## src/rtl/return_address_stack_pkg.sv

```systemverilog
// Shared definitions for the return-address predictor: default widths, the
// link-register encodings decode uses to qualify calls/returns, and the update-op encoding.
package return_address_stack_pkg;

    localparam int RAS_XLEN  = 32;
    localparam int RAS_DEPTH = 8;

    localparam logic [4:0] LINK_X1 = 5'd1;
    localparam logic [4:0] LINK_X5 = 5'd5;

    typedef enum logic [2:0] {
        RAS_NONE  = 3'd0,
        RAS_PUSH  = 3'd1,
        RAS_POP   = 3'd2,
        RAS_SWAP  = 3'd3,
        RAS_FLUSH = 3'd4
    } ras_op_e;

    // Decode-side helper: true when a register index is one of the link registers.
    function automatic logic is_link_reg(input logic [4:0] reg_idx);
        return (reg_idx == LINK_X1) || (reg_idx == LINK_X5);
    endfunction

endpackage

```

## src/rtl/return_address_stack.sv

```systemverilog
// Circular-buffer return-address stack. The top entry is visible combinationally;
// pushes on a full stack silently overwrite the oldest entry and raise a one-cycle overflow.
module return_address_stack
    import return_address_stack_pkg::*;
#(
    parameter int DEPTH = RAS_DEPTH,
    parameter int XLEN  = RAS_XLEN
) (
    input  logic                     clk,
    input  logic                     rst,
    input  logic                     push_en,
    input  logic [XLEN-1:0]          push_addr,
    input  logic                     pop_en,
    input  logic                     flush,
    output logic                     pred_valid,
    output logic [XLEN-1:0]          pred_addr,
    output logic [$clog2(DEPTH):0]   count,
    output logic                     overflow
);

    localparam int PTR_W = $clog2(DEPTH);
    localparam int CNT_W = PTR_W + 1;
    localparam logic [CNT_W-1:0] FULL_CNT = CNT_W'(DEPTH);

    logic [XLEN-1:0]  entry_q [DEPTH];
    logic [PTR_W-1:0] tos_q, tos_d;
    logic [CNT_W-1:0] count_q, count_d;
    logic             overflow_q, overflow_d;
    logic             wr_en_s;
    logic [PTR_W-1:0] wr_idx_s;
    logic             empty_s;
    logic             full_s;
    ras_op_e          op_s;

    assign empty_s = (count_q == CNT_W'(0));
    assign full_s  = (count_q == FULL_CNT);

    // Resolve the request priority: flush, then swap, then push, then a non-empty pop.
    always_comb begin
        op_s = RAS_NONE;
        if (flush) begin
            op_s = RAS_FLUSH;
        end else if (push_en && pop_en && !empty_s) begin
            op_s = RAS_SWAP;
        end else if (push_en) begin
            op_s = RAS_PUSH;
        end else if (pop_en && !empty_s) begin
            op_s = RAS_POP;
        end else begin
            op_s = RAS_NONE;
        end
    end

    // Next-state for pointer, occupancy, overflow pulse and the entry write port.
    always_comb begin
        tos_d      = tos_q;
        count_d    = count_q;
        overflow_d = 1'b0;
        wr_en_s    = 1'b0;
        wr_idx_s   = tos_q;
        case (op_s)
            RAS_FLUSH: begin
                tos_d   = PTR_W'(0);
                count_d = CNT_W'(0);
            end
            RAS_PUSH: begin
                tos_d      = tos_q + PTR_W'(1);
                wr_en_s    = 1'b1;
                wr_idx_s   = tos_q + PTR_W'(1);
                overflow_d = full_s;
                if (full_s) begin
                    count_d = count_q;
                end else begin
                    count_d = count_q + CNT_W'(1);
                end
            end
            RAS_SWAP: begin
                wr_en_s  = 1'b1;
                wr_idx_s = tos_q;
            end
            RAS_POP: begin
                tos_d   = tos_q - PTR_W'(1);
                count_d = count_q - CNT_W'(1);
            end
            default: begin
                tos_d   = tos_q;
                count_d = count_q;
            end
        endcase
    end

    // Control state with asynchronous reset.
    always_ff @(posedge clk or posedge rst) begin
        if (rst) begin
            tos_q      <= PTR_W'(0);
            count_q    <= CNT_W'(0);
            overflow_q <= 1'b0;
        end else begin
            tos_q      <= tos_d;
            count_q    <= count_d;
            overflow_q <= overflow_d;
        end
    end

    // Entry storage needs no reset: occupancy alone decides what is valid.
    always_ff @(posedge clk) begin
        if (wr_en_s) begin
            entry_q[wr_idx_s] <= push_addr;
        end
    end

    assign pred_addr  = entry_q[tos_q];
    assign pred_valid = !empty_s;
    assign count      = count_q;
    assign overflow   = overflow_q;

endmodule

```

## config.mk

```make
export PLATFORM = sky130hd
export DESIGN_NAME = return_address_stack
export DESIGN_NICKNAME = d
export VERILOG_FILES = /design/src/rtl/return_address_stack_pkg.sv /design/src/rtl/return_address_stack.sv
export SDC_FILE = /design/constraint.sdc
export NUM_CORES = 1
export LEC_CHECK = 0
export BUFFER_PORTS_ARGS = -buffer_cell sky130_fd_sc_hd__buf_2
export CAP_MARGIN = 25
export CORE_ASPECT_RATIO = 1.75
export CORE_MARGIN = 3
export CORE_UTILIZATION = 55
export CTS_CLUSTER_SIZE = 10
export DETAILED_ROUTE_END_ITERATION = 8
export GPL_ROUTABILITY_DRIVEN = 0
export HOLD_SLACK_MARGIN = 0.05
export PLACE_DENSITY = 0.74
export SLEW_MARGIN = 15
export SYNTH_ARGS = -nofsm -noshare
export SYNTH_HDL_FRONTEND = slang
export SYNTH_SLANG_ARGS = --single-unit
export TNS_END_PERCENT = 5
```

## constraint.sdc

```tcl
create_clock -name clk -period 9.3 [get_ports clk]
set_input_delay 1.86 -clock clk [delete_from_list [all_inputs] [get_ports clk]]
set_output_delay 1.86 -clock clk [all_outputs]
set_load 0.1 [all_outputs]
```

* Yosys cells after proc, flatten, opt, wreduce, memory -nomap -nowiden
Memories as Yosys holds them, arrays and structs flattened.
Cells that the tools add are included.
Widths: inputs -> output; s select.
** Operators by class
- Reductions and logical operators :: 8
- Add/subtract/negate cells :: 4
- Muxes and demuxes :: 12
- Equality and inequality tests :: 6
** Operator list (number)
- $pmux 4 s3 :: 1
- $pmux 3 s3 :: 1
- $eq 3x2->1 const B :: 2
- $mux 2 :: 3
- $mux 3 :: 2
- $add 4x1->4 const B :: 1
- $eq 4x4->1 const B :: 1
- $logic_not 4->1 :: 1
- $mux 1 :: 4
- $mux 4 :: 1
- $sub 4x1->4 const B :: 1
- $add 3x1->3 const B :: 1
- $eq 3x1->1 const B :: 1
- $eq 3x3->1 const B :: 1
- $logic_and 1x1->1 :: 3
- $reduce_bool 3->1 :: 1
- $sub 3x1->3 const B :: 1
- $ne 2x2->1 const B :: 1
- $reduce_and 2->1 :: 1
- $reduce_or 2->1 :: 1
- $logic_not 1->1 :: 1
** Word-level totals
- Memories kept :: 1
- Input port bits :: 37
- Memory bits (writable) :: 256
- Output and inout port bits :: 38
- Logic and storage cells :: 34
- Register bits after elaboration :: 8
** Memory list
- entry_q :: words 8, bits a word 32, rd ports 1, clocked after memory_dff 0, write ports 1, RTL line return_address_stack.sv:25 : logic [XLEN-1:0] entry_q [DEPTH];

* Logic depth before layout (Yosys ltp)
- Depth in word-level cells :: 12
- Gate-level depth with buffers :: 9

* Least setup slack after synthesis
OpenSTA, ideal clock, no wires.
- Path kind :: in2reg
- Start :: input port flush
- End :: memory entry_q[7][0] (netlist bit), enable pin
- Stages :: 6
- Data required time :: 8875 ps
- Arrival time :: 4362 ps
- Library setup time :: 425 ps
- Setup slack :: 4513 ps
- Cell sequence :: clkbuf_8 -> and2b_2 -> and2_2 -> ha_1 -> nand2b_1 -> nor2b_1
** On the way
- Cells in the longest elaborated chain, start to end :: 6
- Elaborated cells between the ends (all ways) :: 8
- Classes of those cells :: eq/ne (2); mux (5); reduce/logical (1)
** Ends and longest elaborated chain
- start, declared :: RTL line return_address_stack.sv:14 : input logic flush,
- $mux 3 (*) :: RTL line return_address_stack.sv:41 : if (flush) begin
- $eq 3x1->1 / $eq 3x2->1 (equally long branches) :: RTL line return_address_stack.sv:61 : case (op_s)
- $reduce_or 2->1 (no line)
- $mux 1 :: RTL line return_address_stack.sv:61
- $mux 1 :: RTL line return_address_stack.sv:107 : if (wr_en_s) begin
- $mux 1 (not written as such) :: RTL line return_address_stack.sv:108 : entry_q[wr_idx_s] <= push_addr;
- end, declared :: RTL line return_address_stack.sv:25
Mark *: on every way between the ends. The rest lies on a longest branch, timed or not.

* Worst setup path in the final report
- Start :: register tos_q[0]
- End :: output port pred_addr[9]
** On the way
- Cells in the longest elaborated chain, start to end :: 1
** Ends and longest elaborated chain
- start, declared :: RTL line return_address_stack.sv:26 : logic [PTR_W-1:0] tos_q, tos_d;
- start signal, assigned :: RTL line return_address_stack.sv:99 : tos_q <= tos_d;
- $mem_v2 8x32
- end, declared :: RTL line return_address_stack.sv:16 : output logic [XLEN-1:0] pred_addr,
Every way passes these cells.

==> metrics.csv <==
metric,value,unit
worstRegToRegCells,8,
drv_slew,0,
ys_async_sr_fraction,3.03,%
syn_area_per_cell,19.8,sq um
synth_edf_count,256,
grt_pass1_vias,5447,
synth-seq-cells,264,
hold_viol,0,
clkLatencyLatePin,530,ps
path_max_fanout,36,
die_area,20500,sq um
postCtsSetupBuffers,0,
drv_cap,0,
synth_area_leaders,"edfxtp_1, mux4_2, nand2_1",
drive_above_1_share,31.1,%
final_antenna_net_count,0,
layout_setup_ws,4260,ps
status,completed,
tns,0,ps
crit_path_cell_trace,buf_4 > mux4_2 > nand2_1 > nand2_1 > buf_2,
die_w,110,microns
initial_utilization,56.7,%
seq_area,7890,sq um
grt_usage,19.9,%
antenna_found_initial,3,
core-area,18200,sq um
power.net_switching,1.32,mW
dr.pass1.iters,5,
yosys.area.top_type,edfxtp_1,
whs_path_depth,2,
nFillCells,1250,
setup_viol,0,
clk_pin_slew_worst_paths,50,ps
synthesis.nets,564,
cts-root-buf,clkbuf_16,
layout_commonest_cell,edfxtp_1,
arrival,3180,ps
required,7440,ps
worstSetupPathType,reg2out,
synth_area,10300,sq um
cpPeakStageDelay,830,ps
hold-path-endpoint,overflow,
grt_pass1_wl,30.5,mm
vias_per_cell,5.80,
slowest_stage,dfrtp_4,
comb_power_share,31.6,%
max_freq,198,MHz
r2r_setup_slack,5690,ps
post-place-ws,4740,ps
post_cts_resized,0,
start_kind,flop,
rows,65,
wl_per_cell,22.2,microns
critPathTopFamily,buffers and inverters,
grt_start_max_net_pins,69,
worst_setup_path_end_kind,primary output,
worst_slew_pin_slew,951,ps
grt_setup_unrepaired,false,
finalClockSkew,7.38,ps
pin_count,75,
num_vias,5048,
p_sw_share,36.9,%
r2r_start,tos_q[1],
io_buffers,74,
synthCells,521,
min_from,count[3],
r2r-end,entry_q[0][26],
nets,656,
cts_tree,yes,
finalPower,3.59,mW
multiInputGateArea,2340,sq um
diodes,0,
intPower,2.26,mW
clock-sinks,264,
wirelength,19.4,mm
h-tree-depth,1,
finalCriticalPeriod,5040,ps
cts_made_buffers,30,
hold_class,reg2reg,
clockPowerShare,28.8,%
final_cell_mix,"edfxtp_1, nand2_1, buf_2",
cp.buffers_inverters,2,
yosys_warnings,0,
path_common_cell,nand2_1,
yosysSeqAreaShare,76.4,%
slew_headroom,36.6,%
syn2layout_area_growth,15.9,%
fin_crit_sh,54.2,%
p_per_area,300,nW/um^2
drt-initial-drc-count,267,
ir_worst_vdd,0.229,mV
seqPwrFrac,39.6,%
gr-total-overflow,0,
synth_top_area_share,74.4,%
dpl.hpwl,11.1,mm
fp.dieH,187,microns
holdBufCountCts,0,
power_leakage,4.02,nW
synth.distinct_cells,36,
synth_ff_type,edfxtp_1,
clockBufferDepth,3,
route.detailed.drc,0,
area by class of cell:
class / count / area share, %
clock inverter: 1 / 0.0732
clock buffer: 55 / 7.24
sequential: 264 / 66.0
tap: 234 / 2.45
timing repair buffer: 84 / 4.48
multi-input combinational: 226 / 19.6
inverter: 7 / 0.220
worst max path at each step:
| stage | slack, ps | from | to | cells after the start |
|---|---|---|---|---|
| after floorplan | 4510 | flush | entry_q[7][0] | 6 |
| after global placement | 4770 | tos_q[0] | pred_addr[9] | 5 |
| after detailed placement | 4740 | tos_q[0] | pred_addr[12] | 5 |
| after CTS | 4140 | tos_q[0] | pred_addr[12] | 5 |
| after global routing | 4020 | tos_q[0] | pred_addr[12] | 5 |
| final | 4260 | tos_q[0] | pred_addr[9] | 5 |
per-stage QoR:
stage	area, sq um	util, %	hold WS (ps)	cells
after floorplan	10300	-	830	521
after global placement	11000	60.1	648	809
after detailed placement	11100	60.9	677	815
after CTS	12000	65.7	681	871
after global routing	12000	65.7	718	871
final	12000	65.7	673	871
power groups by stage:
stage / Combinational, mW / Sequential, mW / Clock, mW
detailed placement: 1.14 / 1.44 / 0
floorplan: 0.935 / 1.44 / 0
CTS: 1.15 / 1.42 / 1.05
global route: 1.19 / 1.43 / 1.10
finish: 1.13 / 1.42 / 1.03
global placement: 1.12 / 1.44 / 0
cells by family after synthesis:
logic type / Yosys count / share of synthesized area, %
DFF: 264 / 76.4
buffers and inverters: 31 / 1.53
xor gates and xnor gates: 5 / 0.424
muxes: 66 / 14.2
adders and majority gates: 6 / 0.800
and+or+nand+nor: 132 / 5.21
AOI/OAI and AO/OA: 17 / 1.51
flip-flops by register name, indices dropped and copies added (netlist names):
register and cells:
entry_q 256, count 4, tos_q 3, overflow 1
layer usage:
metal  track usage [%]  vias to the layer above  wire [microns]
met5                 0                        -              27
met4              6.05                        6             426
met3              3.90                       42            1310
met2              34.5                      169           10600
met1              25.1                     2580            6970
li1                  -                     2251               -
cell usage after synthesis (2+ instances only):
master	count
a211oi_1	2
a21oi_1	4
a2bb2oi_1	2
buf_1	2
buf_2	6
clkbuf_1	12
clkbuf_8	3
dfrtp_1	8
edfxtp_1	256
ha_1	5
inv_1	6
mux2i_1	2
mux4_2	64
nand2_1	102
nand2b_1	4
nor2_1	14
nor2b_1	3
nor3_1	3
nor3b_1	2
xnor2_1	5
worst reg2reg max path, cell delays in order, from the launching register on:
cell and delay (ps):
dfrtp_2 340, buf_4 720, inv_1 250, ha_1 380, nand3b_1 230, o22ai_1 240
a2bb2oi_1 190, nor2_4 510, buf_4 420
Power figures use the tool's default switching activity.
